$ cat src/rtl/count_pkg.sv
// +----------------------------------------------------------------------------+
// | count_pkg : shared types and constants for the BCD count input controller. |
// | Revision  : 1.0                                                            |
// +----------------------------------------------------------------------------+
`default_nettype none

package count_pkg;

   typedef enum logic [1:0] {
      IDLE       = 2'd0,
      HOLD       = 2'd1,
      REPEAT     = 2'd2,
      CLEAR_WAIT = 2'd3
   } state_t;

   typedef logic [3:0] bcd_t;

   localparam logic DIR_UP = 1'b1;
   localparam logic DIR_DN = 1'b0;

   function automatic int max_int(input int a, input int b);
      return (a > b) ? a : b;
   endfunction

endpackage

`default_nettype wire

$ cat src/rtl/count_input_ctrl_if.sv
// +----------------------------------------------------------------------------+
// | count_input_ctrl_if : button inputs, BCD digits and pulses of the counter. |
// | Revision            : 1.0                                                  |
// +----------------------------------------------------------------------------+
`default_nettype none

interface count_input_ctrl_if;

   logic              btn_up;
   logic              btn_dn;
   count_pkg::bcd_t   digit0;
   count_pkg::bcd_t   digit1;
   count_pkg::bcd_t   digit2;
   count_pkg::bcd_t   digit3;
   logic              step_pulse;
   logic              wrap_pulse;

   modport master (
      output btn_up, btn_dn,
      input  digit0, digit1, digit2, digit3, step_pulse, wrap_pulse
   );

   modport slave (
      input  btn_up, btn_dn,
      output digit0, digit1, digit2, digit3, step_pulse, wrap_pulse
   );

endinterface

`default_nettype wire

$ cat src/rtl/bcd_updown4.sv
// +----------------------------------------------------------------------------+
// | bcd_updown4 : 4-digit BCD up/down register with clear and wrap flag.       |
// | Revision    : 1.0                                                          |
// +----------------------------------------------------------------------------+
`default_nettype none

module bcd_updown4
   import count_pkg::*;
(
   input  wire logic clk,
   input  wire logic rst_n,
   input  wire logic step_en,
   input  wire logic dir,
   input  wire logic clear,
   output bcd_t      digit0,
   output bcd_t      digit1,
   output bcd_t      digit2,
   output bcd_t      digit3,
   output logic      wrap
);

   bcd_t digits_q [4];
   bcd_t digits_d [4];
   logic carry;
   logic wrap_q;

   // Carry (up) or borrow (down) ripples from the units digit upward;
   // a carry left over past the thousands digit is a 9999<->0000 wrap.
   always_comb begin
      carry = 1'b1;
      for (int i = 0; i < 4; i++) begin
         digits_d[i] = digits_q[i];
         if (carry) begin
            if (dir == DIR_UP) begin
               if (digits_q[i] == 4'd9) begin
                  digits_d[i] = 4'd0;
               end else begin
                  digits_d[i] = digits_q[i] + 4'd1;
                  carry       = 1'b0;
               end
            end else begin
               if (digits_q[i] == 4'd0) begin
                  digits_d[i] = 4'd9;
               end else begin
                  digits_d[i] = digits_q[i] - 4'd1;
                  carry       = 1'b0;
               end
            end
         end
      end
   end

   always_ff @(posedge clk or negedge rst_n) begin
      if (!rst_n) begin
         digits_q <= '{default: 4'd0};
         wrap_q   <= 1'b0;
      end else if (clear) begin
         digits_q <= '{default: 4'd0};
         wrap_q   <= 1'b0;
      end else if (step_en) begin
         digits_q <= digits_d;
         wrap_q   <= carry;
      end else begin
         wrap_q   <= 1'b0;
      end
   end

   assign digit0 = digits_q[0];
   assign digit1 = digits_q[1];
   assign digit2 = digits_q[2];
   assign digit3 = digits_q[3];
   assign wrap   = wrap_q;

endmodule

`default_nettype wire

$ cat src/rtl/count_input_ctrl.sv
// +----------------------------------------------------------------------------+
// | count_input_ctrl : push-button step / auto-repeat / chord-clear sequencer. |
// | Revision         : 1.0                                                     |
// +----------------------------------------------------------------------------+
`default_nettype none

module count_input_ctrl
   import count_pkg::*;
#(
   parameter int HOLD_CYCLES   = 25_000_000,
   parameter int REPEAT_CYCLES = 5_000_000
) (
   input  wire logic         clk,
   input  wire logic         rst_n,
   count_input_ctrl_if.slave bus
);

   localparam int TIMER_W_RAW = $clog2(max_int(HOLD_CYCLES, REPEAT_CYCLES));
   localparam int TIMER_W     = (TIMER_W_RAW < 1) ? 1 : TIMER_W_RAW;
   localparam logic [TIMER_W-1:0] HOLD_TC   = TIMER_W'(HOLD_CYCLES - 1);
   localparam logic [TIMER_W-1:0] REPEAT_TC = TIMER_W'(REPEAT_CYCLES - 1);

   state_t               state_q, state_d;
   logic                 dir_q, dir_d;
   logic [TIMER_W-1:0]   timer_q, timer_d;
   logic                 up_q, dn_q;
   logic                 step_pulse_q;

   logic rise_up, rise_dn, chord, dir_btn;
   logic step_en, step_dir, clear;

   assign rise_up = bus.btn_up & ~up_q;
   assign rise_dn = bus.btn_dn & ~dn_q;
   assign chord   = bus.btn_up & bus.btn_dn;
   assign dir_btn = (dir_q == DIR_UP) ? bus.btn_up : bus.btn_dn;

   always_comb begin
      state_d  = state_q;
      dir_d    = dir_q;
      timer_d  = timer_q;
      step_en  = 1'b0;
      step_dir = dir_q;
      clear    = 1'b0;
      if (chord) begin
         clear   = 1'b1;
         timer_d = '0;
         state_d = CLEAR_WAIT;
      end else begin
         case (state_q)
            IDLE: begin
               if (rise_up || rise_dn) begin
                  step_en  = 1'b1;
                  step_dir = rise_up ? DIR_UP : DIR_DN;
                  dir_d    = step_dir;
                  timer_d  = '0;
                  state_d  = HOLD;
               end
            end
            HOLD, REPEAT: begin
               // Release wins over a coincident terminal count.
               if (!dir_btn) begin
                  timer_d = '0;
                  state_d = IDLE;
               end else if (timer_q == ((state_q == HOLD) ? HOLD_TC : REPEAT_TC)) begin
                  step_en = 1'b1;
                  timer_d = '0;
                  state_d = REPEAT;
               end else begin
                  timer_d = timer_q + 1'b1;
               end
            end
            CLEAR_WAIT: begin
               if (!bus.btn_up && !bus.btn_dn) begin
                  state_d = IDLE;
               end
            end
            default: state_d = IDLE;
         endcase
      end
   end

   // Previous samples reset high so a button held through reset needs a fresh press.
   always_ff @(posedge clk or negedge rst_n) begin
      if (!rst_n) begin
         state_q      <= IDLE;
         dir_q        <= DIR_UP;
         timer_q      <= '0;
         up_q         <= 1'b1;
         dn_q         <= 1'b1;
         step_pulse_q <= 1'b0;
      end else begin
         state_q      <= state_d;
         dir_q        <= dir_d;
         timer_q      <= timer_d;
         up_q         <= bus.btn_up;
         dn_q         <= bus.btn_dn;
         step_pulse_q <= step_en | clear;
      end
   end

   bcd_updown4 u_bcd (
      .clk     (clk),
      .rst_n   (rst_n),
      .step_en (step_en),
      .dir     (step_dir),
      .clear   (clear),
      .digit0  (bus.digit0),
      .digit1  (bus.digit1),
      .digit2  (bus.digit2),
      .digit3  (bus.digit3),
      .wrap    (bus.wrap_pulse)
   );

   assign bus.step_pulse = step_pulse_q;

endmodule

`default_nettype wire

$ cat src/flat_wrapper.sv
// flat-port wrapper written by rule: the top's interface ports become plain ports
module count_input_ctrl_flat import count_pkg::*;
#(
   parameter int HOLD_CYCLES   = 25_000_000,
   parameter int REPEAT_CYCLES = 5_000_000
)
  (clk, rst_n, bus_btn_up, bus_btn_dn, bus_digit0, bus_digit1, bus_digit2, bus_digit3, bus_step_pulse, bus_wrap_pulse);
  count_input_ctrl_if bus_i ();
  input  wire logic clk;
  input  wire logic rst_n;
  input wire logic [$bits(bus_i.btn_up)-1:0] bus_btn_up;
  input wire logic [$bits(bus_i.btn_dn)-1:0] bus_btn_dn;
  output wire logic [$bits(bus_i.digit0)-1:0] bus_digit0;
  output wire logic [$bits(bus_i.digit1)-1:0] bus_digit1;
  output wire logic [$bits(bus_i.digit2)-1:0] bus_digit2;
  output wire logic [$bits(bus_i.digit3)-1:0] bus_digit3;
  output wire logic [$bits(bus_i.step_pulse)-1:0] bus_step_pulse;
  output wire logic [$bits(bus_i.wrap_pulse)-1:0] bus_wrap_pulse;
  assign bus_i.btn_up = bus_btn_up;
  assign bus_i.btn_dn = bus_btn_dn;
  assign bus_digit0 = bus_i.digit0;
  assign bus_digit1 = bus_i.digit1;
  assign bus_digit2 = bus_i.digit2;
  assign bus_digit3 = bus_i.digit3;
  assign bus_step_pulse = bus_i.step_pulse;
  assign bus_wrap_pulse = bus_i.wrap_pulse;
  count_input_ctrl #(.HOLD_CYCLES(HOLD_CYCLES), .REPEAT_CYCLES(REPEAT_CYCLES)) u_core (.clk(clk), .rst_n(rst_n), .bus(bus_i));
endmodule
$ cat config.mk
export PLATFORM = sky130hd
export DESIGN_NAME = count_input_ctrl_flat
export DESIGN_NICKNAME = d
export VERILOG_FILES = /design/src/rtl/count_pkg.sv /design/src/rtl/count_input_ctrl_if.sv /design/src/rtl/bcd_updown4.sv /design/src/rtl/count_input_ctrl.sv /design/src/flat_wrapper.sv
export SDC_FILE = /design/constraint.sdc
export NUM_CORES = 1
export LEC_CHECK = 0
export ABC_AREA = 1
export CORE_UTILIZATION = 35
export DETAILED_ROUTE_END_ITERATION = 8
export PLACE_DENSITY = 0.56
export SYNTH_ARGS = -nofsm -noshare
export SYNTH_HDL_FRONTEND = slang
export SYNTH_HIERARCHICAL = 1
export SYNTH_SLANG_ARGS = --single-unit
$ cat constraint.sdc
create_clock -name clk -period 4.66 [get_ports clk]
set_clock_uncertainty 0.05 [all_clocks]
set_input_delay 0.699 -clock clk [delete_from_list [all_inputs] [get_ports clk]]
set_output_delay 0.699 -clock clk [all_outputs]
set_load 0.03 [all_outputs]
==> results of run 1 <==
[cells in the mapped netlist]
cell and n:
clkinv_1 1, clkbuf_1 1, ha_1 10, nor2b_1 1, a21oi_1 14, xor2_1 12
nand2_2 7, nand2_4 2, o21bai_1 1, inv_4 1, nor2_4 3, o31ai_1 1
buf_6 2, o21ai_0 18, dfrtp_1 45, o2111ai_1 1, xnor2_1 1, buf_12 1
nand3_1 43, o211ai_1 1, inv_2 2, inv_1 57, nand4_1 7, nand3b_1 2
buf_4 1, nand3_2 4, buf_2 1, nand2_1 144, dfstp_2 3, nor2_2 16
nor3_1 6, nor2_1 76
[kinds of logic (layout without fill, tap and decap cells)]
family,after synthesis,after routing
AOI/OAI and AO/OA,36,36
xor gates and xnor gates,13,13
adders and majority gates,10,10
buffers and inverters,67,90
DFF,48,48
and+or+nand+nor,311,311
[sequential cells by signal, summed over array words and instances (netlist names)]
name / count
u_core/timer_q: 25
u_core/u_bcd/digit0: 4
u_core/u_bcd/digit1: 4
u_core/dn_q: 1
u_core/u_bcd/digit3: 4
u_core/up_q: 1
u_core/u_bcd/digit2: 4
u_core/u_bcd/wrap: 1
u_core/bus.step_pulse: 1
u_core/dir_q: 1
u_core/state_q: 2
[worst paths after layout]
kind	to	depth (start not counted)
min reg2reg	u_core/timer_q[23]$_DFFE_PN0P_	2
max in group asynchronous	u_core/u_bcd/digit1[0]$_DFFE_PN0P_	1
max	u_core/u_bcd/digit2[1]$_DFFE_PN0P_	10
min	u_core/timer_q[23]$_DFFE_PN0P_	2
min in group asynchronous	u_core/timer_q[2]$_DFFE_PN0P_	1
max reg2reg	u_core/u_bcd/digit2[1]$_DFFE_PN0P_	11
[power groups by stage]
stage                     clock network [mW]  logic [mW]  registers (mW)
after floorplan                            0       0.621           0.647
after global placement                     0       0.900           0.584
after detailed placement                   0       0.904           0.583
after CTS                              0.347       0.907           0.577
after global routing                   0.361        1.02           0.591
final                                  0.333       0.901           0.577
[layer usage]
layer	GRT usage, %	up-vias	wire, microns
met5	0	-	0
met4	3.846	0	108
met3	3.162	10	256
met2	28.99	55	3587
met1	21.35	1403	3614
li1	-	1554	-
[metrics by stage]
step | cell area [sq um] | cells
global route | 3719 | 619
detailed placement | 3592 | 611
finish | 3719 | 619
CTS | 3719 | 619
global placement | 3592 | 611
floorplan | 3302 | 485
[worst max-delay path, cell delays in order]
cell and delay [ns]:
clkdlybuf4s50_1 0.47, ha_1 0.36, o31ai_2 0.88, inv_2 0.19, nand2_1 0.14, nand2_1 0.09, nor2_4 0.27, inv_1 0.11
nand2_1 0.10, o21ai_0 0.08
[area by class of cell]
cell class / instances / area share, %
Multi-Input combinational cell: 370 / 48.72
Clock buffer: 7 / 2.591
Timing Repair Buffer: 21 / 5.518
Clock inverter: 1 / 0.8075
Sequential cell: 48 / 32.40
Inverter: 61 / 6.225
Tap cell: 111 / 3.735
==> impl_metrics.py, run 1 <==
metrics = {
    "status": {
        "outcome": "completed",
    },
    "run": {
        "cap_viol_max_count": 0,
    },
    "finish": {
        "fin_util_pct": 40.44,
        "drive_gt1_share_pct": 9.449,
        "n_antenna_cell": 0,
        "mostFrequentLayoutCells": "nand2_1 (144), nor2_1 (76), inv_1 (57)",
        "synthToLayoutAreaGrowth_pct": 12.62,
        "n_fill_cell": 971,
        "layout_commonest_cell": "nand2_1",
        "regArea_sq_mm": 0.001205,
        "final_nets": 521,
        "multiInputGateArea_sq_mm": 0.001812,
    },
    "power_and_ir_drop": {
        "vdd_drop_max_mv": 0.3395,
        "p_sw_mw": 0.8510,
        "seqPwrFrac_pct": 31.8,
        "p_total_mw": 1.811,
        "leakage_nw": 1.755,
        "pwr-share-comb_pct": 49.8,
        "clock_power_share_pct": 18.4,
        "power_density_mw_per_mm2": 486.9,
        "intPower_mw": 0.9595,
        "switching_share_pct": 47.00,
    },
    "floorplan": {
        "num_rows": 35,
        "ios": 22,
        "fp.coreArea_sq_mm": 0.009196,
        "die_area_sq_mm": 0.009827,
        "initial_utilization_pct": 35.90,
        "fp.dieW_microns": 99.13,
        "die_height_microns": 99.13,
    },
    "synthesis": {
        "synthMuxAreaShare_pct": 0,
        "synth-compound-area-share_pct": 5.798,
        "netlist_area_sq_mm": 0.003302,
        "syn_nets": 499,
        "yosysUniqueCellTypes": 32,
        "synth_top_family_by_area": "simple AND/OR/NAND/NOR gates",
        "yosys.area_share.simple_pct": 41.68,
        "yosys_warnings": 6,
        "synthCells": 485,
        "ys_ff_latch": 48,
        "yosys.area_share.xor_xnor_pct": 3.448,
        "synth-adder-area-share_pct": 3.789,
        "synth_top_cell_by_area": "dfrtp_1",
        "synth_top_cell_area_share_pct": 34.10,
        "synth_area_leaders": "dfrtp_1 (34%), nand2_1 (16%), nor2_1 (8.6%)",
        "syn_avg_cell_area_sq_um": 6.808,
        "yosysSeqAreaShare_pct": 36.49,
    },
    "critical_path": {
        "end_kind": "flip-flop",
        "worstSetupPathType": "in2reg",
        "cp.arrival_ns": 3.40,
        "cp_max_fo": 14,
        "worstReg2RegStart": "u_core/state_q[1]$_DFFE_PN0P_",
        "startpoint_type": "input pin",
        "crit_required_ns": 4.81,
        "r2r_slack_ns": 1.85,
        "crit_start": "bus_btn_up",
    },
    "placed_design": {
        "globalplace.congestion": 0.8519,
        "place_ws_ns": 1.011,
        "hpwl_microns": 5626,
        "port_buffers": 21,
    },
    "timing": {
        "max_freq_mhz": 307.2,
        "hold_viol_final": 0,
        "worst_slack_ns": 1.405,
        "finalCritPeriodShare_pct": 69.84,
        "rsz0062_at_grt": "false",
        "tns_ns": 0,
        "worstMarginPinSlew_ns": 1.099,
        "finalSetupViolCount": 0,
        "maxSlewViolCount": 0,
        "final.min_clock_period_ns": 3.255,
        "relSlewSlack_pct": 26.75,
        "holdWs_ns": 0.4710,
    },
    "clock_network": {
        "cts_buffer_depth": 2,
        "htreeDepth": 2,
        "cts_setup_buffers": 0,
        "cts_sinks": 48,
        "cts_resized": 0,
        "cts_hold_buf": 0,
        "clock_latency_ns": 0.31,
        "clock-root-buffer": "clkbuf_8",
        "clk_pin_slew_ns": 0.09,
        "cts_tree": "yes",
        "cts_buffers": 5,
    },
    "global_route": {
        "antenna_found_initial": 0,
        "grt_pass1_wl_microns": 13080,
        "grtUsageTotal_pct": 16.62,
        "overflow": 0,
        "grt_pass1_vias": 2861,
        "grt_max_degree": 49,
    },
    "routing": {
        "drtAntennaViolNets": 0,
        "drt-pass1-iter-count": 4,
        "drt_wl_total_microns": 7567,
        "drt-initial-drc-count": 101,
        "route.detailed.drc": 0,
        "vias_per_cell": 4.882,
        "vias": 3022,
        "detail_route.wl_per_cell_microns": 12.22,
    },
    "min_path": {
        "hold_path_class": "reg2reg",
        "min_from": "u_core/timer_q[23]$_DFFE_PN0P_",
    },
}
No activity file was read; power rests on OpenSTA's default activity.
==> run 2, diff against run 1 <==
--- a/config.mk
+++ b/config.mk
@@ -8,7 +8,7 @@
 export ABC_AREA = 1
 export CORE_UTILIZATION = 35
 export DETAILED_ROUTE_END_ITERATION = 8
-export PLACE_DENSITY = 0.56
+export PLACE_DENSITY = 0.58
 export SYNTH_ARGS = -nofsm -noshare
 export SYNTH_HDL_FRONTEND = slang
 export SYNTH_HIERARCHICAL = 1
==> constraint.sdc (replaced) <==
create_clock -name clk -period 2.8 [get_ports clk]
set_clock_uncertainty 0.05 [all_clocks]
set_input_delay 0.42 -clock clk [delete_from_list [all_inputs] [get_ports clk]]
set_output_delay 0.42 -clock clk [all_outputs]
set_load 0.03 [all_outputs]
==> run 2 against run 1 <==
Critical path depth rose by 3. Setup slack got worse by 1.1 ns. Die area did not move. Final cell count rose by 1.1%. Clock power rose by 39%. Sequential power rose by 65%. Utilization rose by 0.23 points. Sequential share of layout area fell by 0.18 points. Via count rose by 0.60%. Critical path type unchanged.
==> impl_metrics.py, run 2 (synthesized netlist as in run 1, its figures left out) <==
metrics = {
    "clock_network": {
        "clock_latency_ns": 0.31,
        "cts_resized": 0,
        "cts_tree": "yes",
        "cts_sinks": 48,
        "cts_setup_buffers": 0,
        "clk_pin_slew_ns": 0.09,
        "cts_hold_buf": 0,
        "cts_buffer_depth": 2,
        "clock-root-buffer": "clkbuf_8",
        "cts_buffers": 5,
        "htreeDepth": 2,
    },
    "timing": {
        "final.min_clock_period_ns": 2.462,
        "finalCritPeriodShare_pct": 87.91,
        "worstMarginPinSlew_ns": 0.6122,
        "relSlewSlack_pct": 59.19,
        "maxSlewViolCount": 0,
        "max_freq_mhz": 406.3,
        "hold_viol_final": 0,
        "finalSetupViolCount": 0,
        "rsz0062_at_grt": "false",
        "tns_ns": 0,
    },
    "floorplan": {
        "die_height_microns": 99.13,
        "fp.dieW_microns": 99.13,
        "num_rows": 35,
        "fp.coreArea_sq_mm": 0.009196,
        "die_area_sq_mm": 0.009827,
        "ios": 22,
        "initial_utilization_pct": 35.90,
    },
    "critical_path": {
        "cp.arrival_ns": 2.59,
        "startpoint_type": "input pin",
        "crit_required_ns": 2.93,
        "r2r_slack_ns": 0.43,
        "worstSetupPathType": "in2reg",
        "path_cells": "clkdlybuf4s50_1 > ha_1 > o21ai_0 > o31ai_1 > buf_4 > inv_2 > nand3_1 > nand2_1 > nand2_2 > nor2_4 > inv_1 > nand2_1 > o21ai_0",
        "cp_slowest_cell": "clkdlybuf4s50_1",
        "crit_path_max_incr_delay_ns": 0.47,
        "cp_max_fo": 13,
        "path_buf_inv": 4,
        "end_kind": "flip-flop",
        "cpLargestDelayFamily": "buffers and inverters",
    },
    "routing": {
        "vias_per_cell": 4.856,
        "detail_route.wl_per_cell_microns": 12.01,
        "drt-initial-drc-count": 122,
        "drtAntennaViolNets": 0,
        "drt_wl_total_microns": 7521,
        "vias": 3040,
        "route.detailed.drc": 0,
        "drt-pass1-iter-count": 4,
    },
    "finish": {
        "n_antenna_cell": 0,
        "largest_register_ffs": 25,
        "layout_commonest_cell": "nand2_1",
        "synthToLayoutAreaGrowth_pct": 13.26,
        "regMostFlops": "u_core/timer_q",
        "final_nets": 528,
        "mostFrequentLayoutCells": "nand2_1 (144), nor2_1 (76), inv_1 (57)",
        "drive_gt1_share_pct": 10.29,
        "design_area_sq_mm": 0.003740,
    },
    "placed_design": {
        "globalplace.congestion": 0.8752,
        "hpwl_microns": 5525,
        "port_buffers": 21,
        "placed_area_sq_mm": 0.003640,
    },
    "power_and_ir_drop": {
        "power_density_mw_per_mm2": 790.7,
        "p_total_mw": 2.957,
        "leakage_nw": 1.774,
        "vdd_drop_max_mv": 0.4799,
    },
    "global_route": {
        "overflow": 0,
        "grt_max_degree": 49,
        "grt_pass1_wl_microns": 13170,
        "grt_pass1_vias": 2909,
        "antenna_found_initial": 0,
        "grtUsageTotal_pct": 16.61,
    },
    "status": {
        "outcome": "completed",
    },
    "run": {
        "cap_viol_max_count": 0,
    },
    "min_path": {
        "hold_path_class": "in2async",
    },
}
[run 2: cell types whose count changed in the layout (fill, tap and decap cells not counted)]
cell,previous run,this run
clkbuf_1,0,1
buf_4,0,7
o31ai_1,0,1
o31ai_2,1,0
bufinv_16,1,0
[run 2: final timing paths]
| check | depth (start not counted) | end | startpoint |
|---|---|---|---|
| min | 2 | u_core/timer_q[0]$_DFFE_PN0P_ | rst_n |
| min reg2reg | 2 | u_core/timer_q[23]$_DFFE_PN0P_ | u_core/timer_q[23]$_DFFE_PN0P_ |
| max in group asynchronous | 2 | u_core/timer_q[24]$_DFFE_PN0P_ | rst_n |
| min in group clk | 2 | u_core/timer_q[23]$_DFFE_PN0P_ | u_core/timer_q[23]$_DFFE_PN0P_ |
| max | 13 | u_core/u_bcd/digit2[0]$_DFFE_PN0P_ | bus_btn_up |
| max reg2reg | 13 | u_core/u_bcd/digit2[0]$_DFFE_PN0P_ | u_core/state_q[0]$_DFFE_PN0P_ |
[run 2: layout make-up]
type | count | area (sq um)
Fill cell | 978 | 5456
Multi-Input combinational cell | 370 | 1807
Sequential cell | 48 | 1205
Timing Repair Buffer | 28 | 257.7
Inverter | 61 | 231.5
Tap cell | 111 | 138.9
Clock buffer | 8 | 100.1
[run 2: report_power, final]
group          internal [mW]  switching [mW]
combinational          0.518            1.03
clock                  0.226           0.236
sequential             0.807           0.145
total                   1.55            1.41
[run 2: routing by layer]
layer / GRT usage [%] / vias up / part of all wire, %
li1: - / 1583 / -
met1: 21.36 / 1383 / 47
met2: 28.99 / 63 / 47
met3: 2.460 / 11 / 3.7
met4: 4.864 / 0 / 1.5
met5: 0 / - / 0
[run 2: stage by stage]
step           std cells  worst slack (ns)  util, %  hold WS (ns)
2_1_floorplan        485            0.6699        -       0.07441
3_3_place_gp         618            0.1300    39.58        0.4442
3_5_place_dp         618           0.02833    39.58        0.4575
4_1_cts              626            0.3579    40.67        0.1775
5_1_grt              626            0.1691    40.67        0.2142
6_report             626            0.3385    40.67        0.1614
==> run 3, diff against run 2 <==
==> constraint.sdc (replaced) <==
create_clock -name clk -period 2.2 [get_ports clk]
set_clock_uncertainty 0.05 [all_clocks]
set_input_delay 0.33 -clock clk [delete_from_list [all_inputs] [get_ports clk]]
set_output_delay 0.33 -clock clk [all_outputs]
set_load 0.03 [all_outputs]
==> run 3 against run 2 <==
First-iteration DRC count grew 25%. Critical path depth increased by 1. Global-route usage grew 0.34 points. Sequential cell count is the same. Clock-buffer cell count shrank 2. Routed wire length increased by 6.1%. Sequential share of layout area down 3.0 points. Register-to-register slack got worse by 0.37 ns.
==> impl_metrics.py, run 3 (synthesized netlist as in run 1, its figures left out) <==
metrics = {
    "clock_network": {
        "clock-root-buffer": "clkbuf_8",
        "htreeDepth": 2,
        "cts_tree": "yes",
        "cts_buffer_depth": 2,
        "cts_buffers": 5,
        "cts_sinks": 48,
        "clk_pin_slew_ns": 0.10,
        "clock_latency_ns": 0.31,
        "cts_hold_buf": 0,
    },
    "timing": {
        "finalSetupViolCount": 0,
        "final.min_clock_period_ns": 2.141,
        "hold_viol_final": 0,
        "worstMarginPinSlew_ns": 0.6339,
        "max_freq_mhz": 467.2,
        "maxSlewViolCount": 0,
        "rsz0062_at_grt": "true",
        "holdWs_ns": 0.05740,
        "finalCritPeriodShare_pct": 97.30,
        "tns_ns": 0,
        "relSlewSlack_pct": 57.74,
        "worst_slack_ns": 0.05946,
    },
    "power_and_ir_drop": {
        "switching_share_pct": 46.52,
        "seqPwrFrac_pct": 28.9,
        "p_total_mw": 4.177,
        "power_density_mw_per_mm2": 1011,
        "leakage_nw": 1.995,
        "clock_power_share_pct": 13.8,
        "p_sw_mw": 1.943,
        "intPower_mw": 2.234,
        "pwr-share-comb_pct": 57.3,
        "vdd_drop_max_mv": 0.6280,
    },
    "floorplan": {
        "fp.dieW_microns": 99.13,
        "initial_utilization_pct": 35.90,
        "fp.coreArea_sq_mm": 0.009196,
        "die_area_sq_mm": 0.009827,
        "ios": 22,
        "num_rows": 35,
        "die_height_microns": 99.13,
    },
    "routing": {
        "drt_wl_total_microns": 7978,
        "vias_per_cell": 4.733,
        "drtAntennaViolNets": 0,
        "vias": 3143,
        "route.detailed.drc": 0,
        "drt-pass1-iter-count": 4,
        "drt-initial-drc-count": 152,
        "detail_route.wl_per_cell_microns": 12.02,
    },
    "finish": {
        "n_antenna_cell": 0,
        "multiInputGateArea_sq_mm": 0.001887,
        "design_area_sq_mm": 0.004133,
        "regArea_sq_mm": 0.001207,
        "layout_commonest_cell": "nand2_1",
        "n_fill_cell": 955,
        "regMostFlops": "u_core/timer_q",
        "finalNonFillerCells": 664,
        "fin_util_pct": 44.94,
        "synthToLayoutAreaGrowth_pct": 25.16,
        "drive_gt1_share_pct": 19.71,
        "mostFrequentLayoutCells": "nand2_1 (141), nor2_1 (75), inv_1 (55)",
        "final_nets": 566,
        "largest_register_ffs": 25,
    },
    "placed_design": {
        "place_ws_ns": -0.2717,
        "dp_cells": 651,
        "hpwl_microns": 5781,
        "placed_area_sq_mm": 0.003900,
        "globalplace.congestion": 0.8493,
        "port_buffers": 21,
    },
    "status": {
        "outcome": "completed",
    },
    "critical_path": {
        "startpoint_type": "flip-flop",
        "crit_required_ns": 2.33,
        "end_kind": "flip-flop",
        "worstSetupPathType": "reg2reg",
        "cp.arrival_ns": 2.28,
        "cp_max_fo": 4,
        "reg2reg_depth": 14,
    },
    "global_route": {
        "overflow": 0,
        "grt_pass1_wl_microns": 13590,
        "grt_pass1_vias": 3070,
        "grtUsageTotal_pct": 16.94,
        "grt_max_degree": 49,
        "antenna_found_initial": 0,
    },
    "min_path": {
        "hold_path_class": "in2async",
    },
    "run": {
        "cap_viol_max_count": 0,
    },
}
==> run 3: cell types whose count changed in the layout (fill, tap and decap cells not counted), sizes merged <==
cell	change
clkbuf	-2
inv	+1
clkinv	+1
buf	+38
dlymetal6s2s	+2
clkdlybuf4s50	-2
==> run 3: layer usage <==
layer | share of wire (%) | vias up | track usage [%]
met5 | 0 | - | 0
met4 | 1.0 | 0 | 4.751
met3 | 3.4 | 8 | 2.530
met2 | 48 | 65 | 29.53
met1 | 48 | 1422 | 21.91
li1 | - | 1648 | -
==> run 3: power groups by stage <==
stage | combinational (mW) | sequential [mW] | clock, mW
after CTS | 2.26 | 1.20 | 0.607
final | 2.39 | 1.21 | 0.577
after global placement | 2.24 | 1.22 | 0
after global routing | 2.65 | 1.24 | 0.643
after detailed placement | 2.24 | 1.22 | 0
after floorplan | 1.32 | 1.37 | 0
==> run 3: final cells by class <==
cell class	instances	area share, %
clock buffer	6	1.998
clock inverter	2	0.3330
inverter	61	5.601
multi-input combinational	370	45.66
sequential	48	29.22
tap	111	3.361
timing repair buffer	66	13.84
==> run 3: worst paths after layout <==
kind | from | to | slack [ns]
setup / recovery | u_core/state_q[0]$_DFFE_PN0P_ | u_core/u_bcd/digit2[1]$_DFFE_PN0P_ | 0.06
hold / removal | rst_n | u_core/timer_q[2]$_DFFE_PN0P_ | 0.06
setup reg to reg | u_core/state_q[0]$_DFFE_PN0P_ | u_core/u_bcd/digit2[1]$_DFFE_PN0P_ | 0.06
hold reg to reg | u_core/timer_q[23]$_DFFE_PN0P_ | u_core/timer_q[23]$_DFFE_PN0P_ | 0.49
max in group asynchronous | rst_n | u_core/timer_q[13]$_DFFE_PN0P_ | 1.57
min in group clk | bus_btn_dn | u_core/dn_q$_DFF_PN1_ | 0.15
==> run 3: worst max-delay path, cell delays in order (launching register included) <==
cell	delay [ns]
dfrtp_1	0.42
buf_6	0.13
ha_4	0.15
nor3_2	0.11
nand2_1	0.09
nand2_2	0.10
nand3b_1	0.08
nand2_1	0.08
nand2_2	0.08
nor2_4	0.15
nand2_4	0.08
nor2_4	0.17
inv_1	0.10
nand2_1	0.11
o21ai_0	0.11
==> run 3: repair_timing <==
action,CTS,global route
endpoints found under the setup margin,0,16
gates resized for setup,0,28
setup buffers,0,5
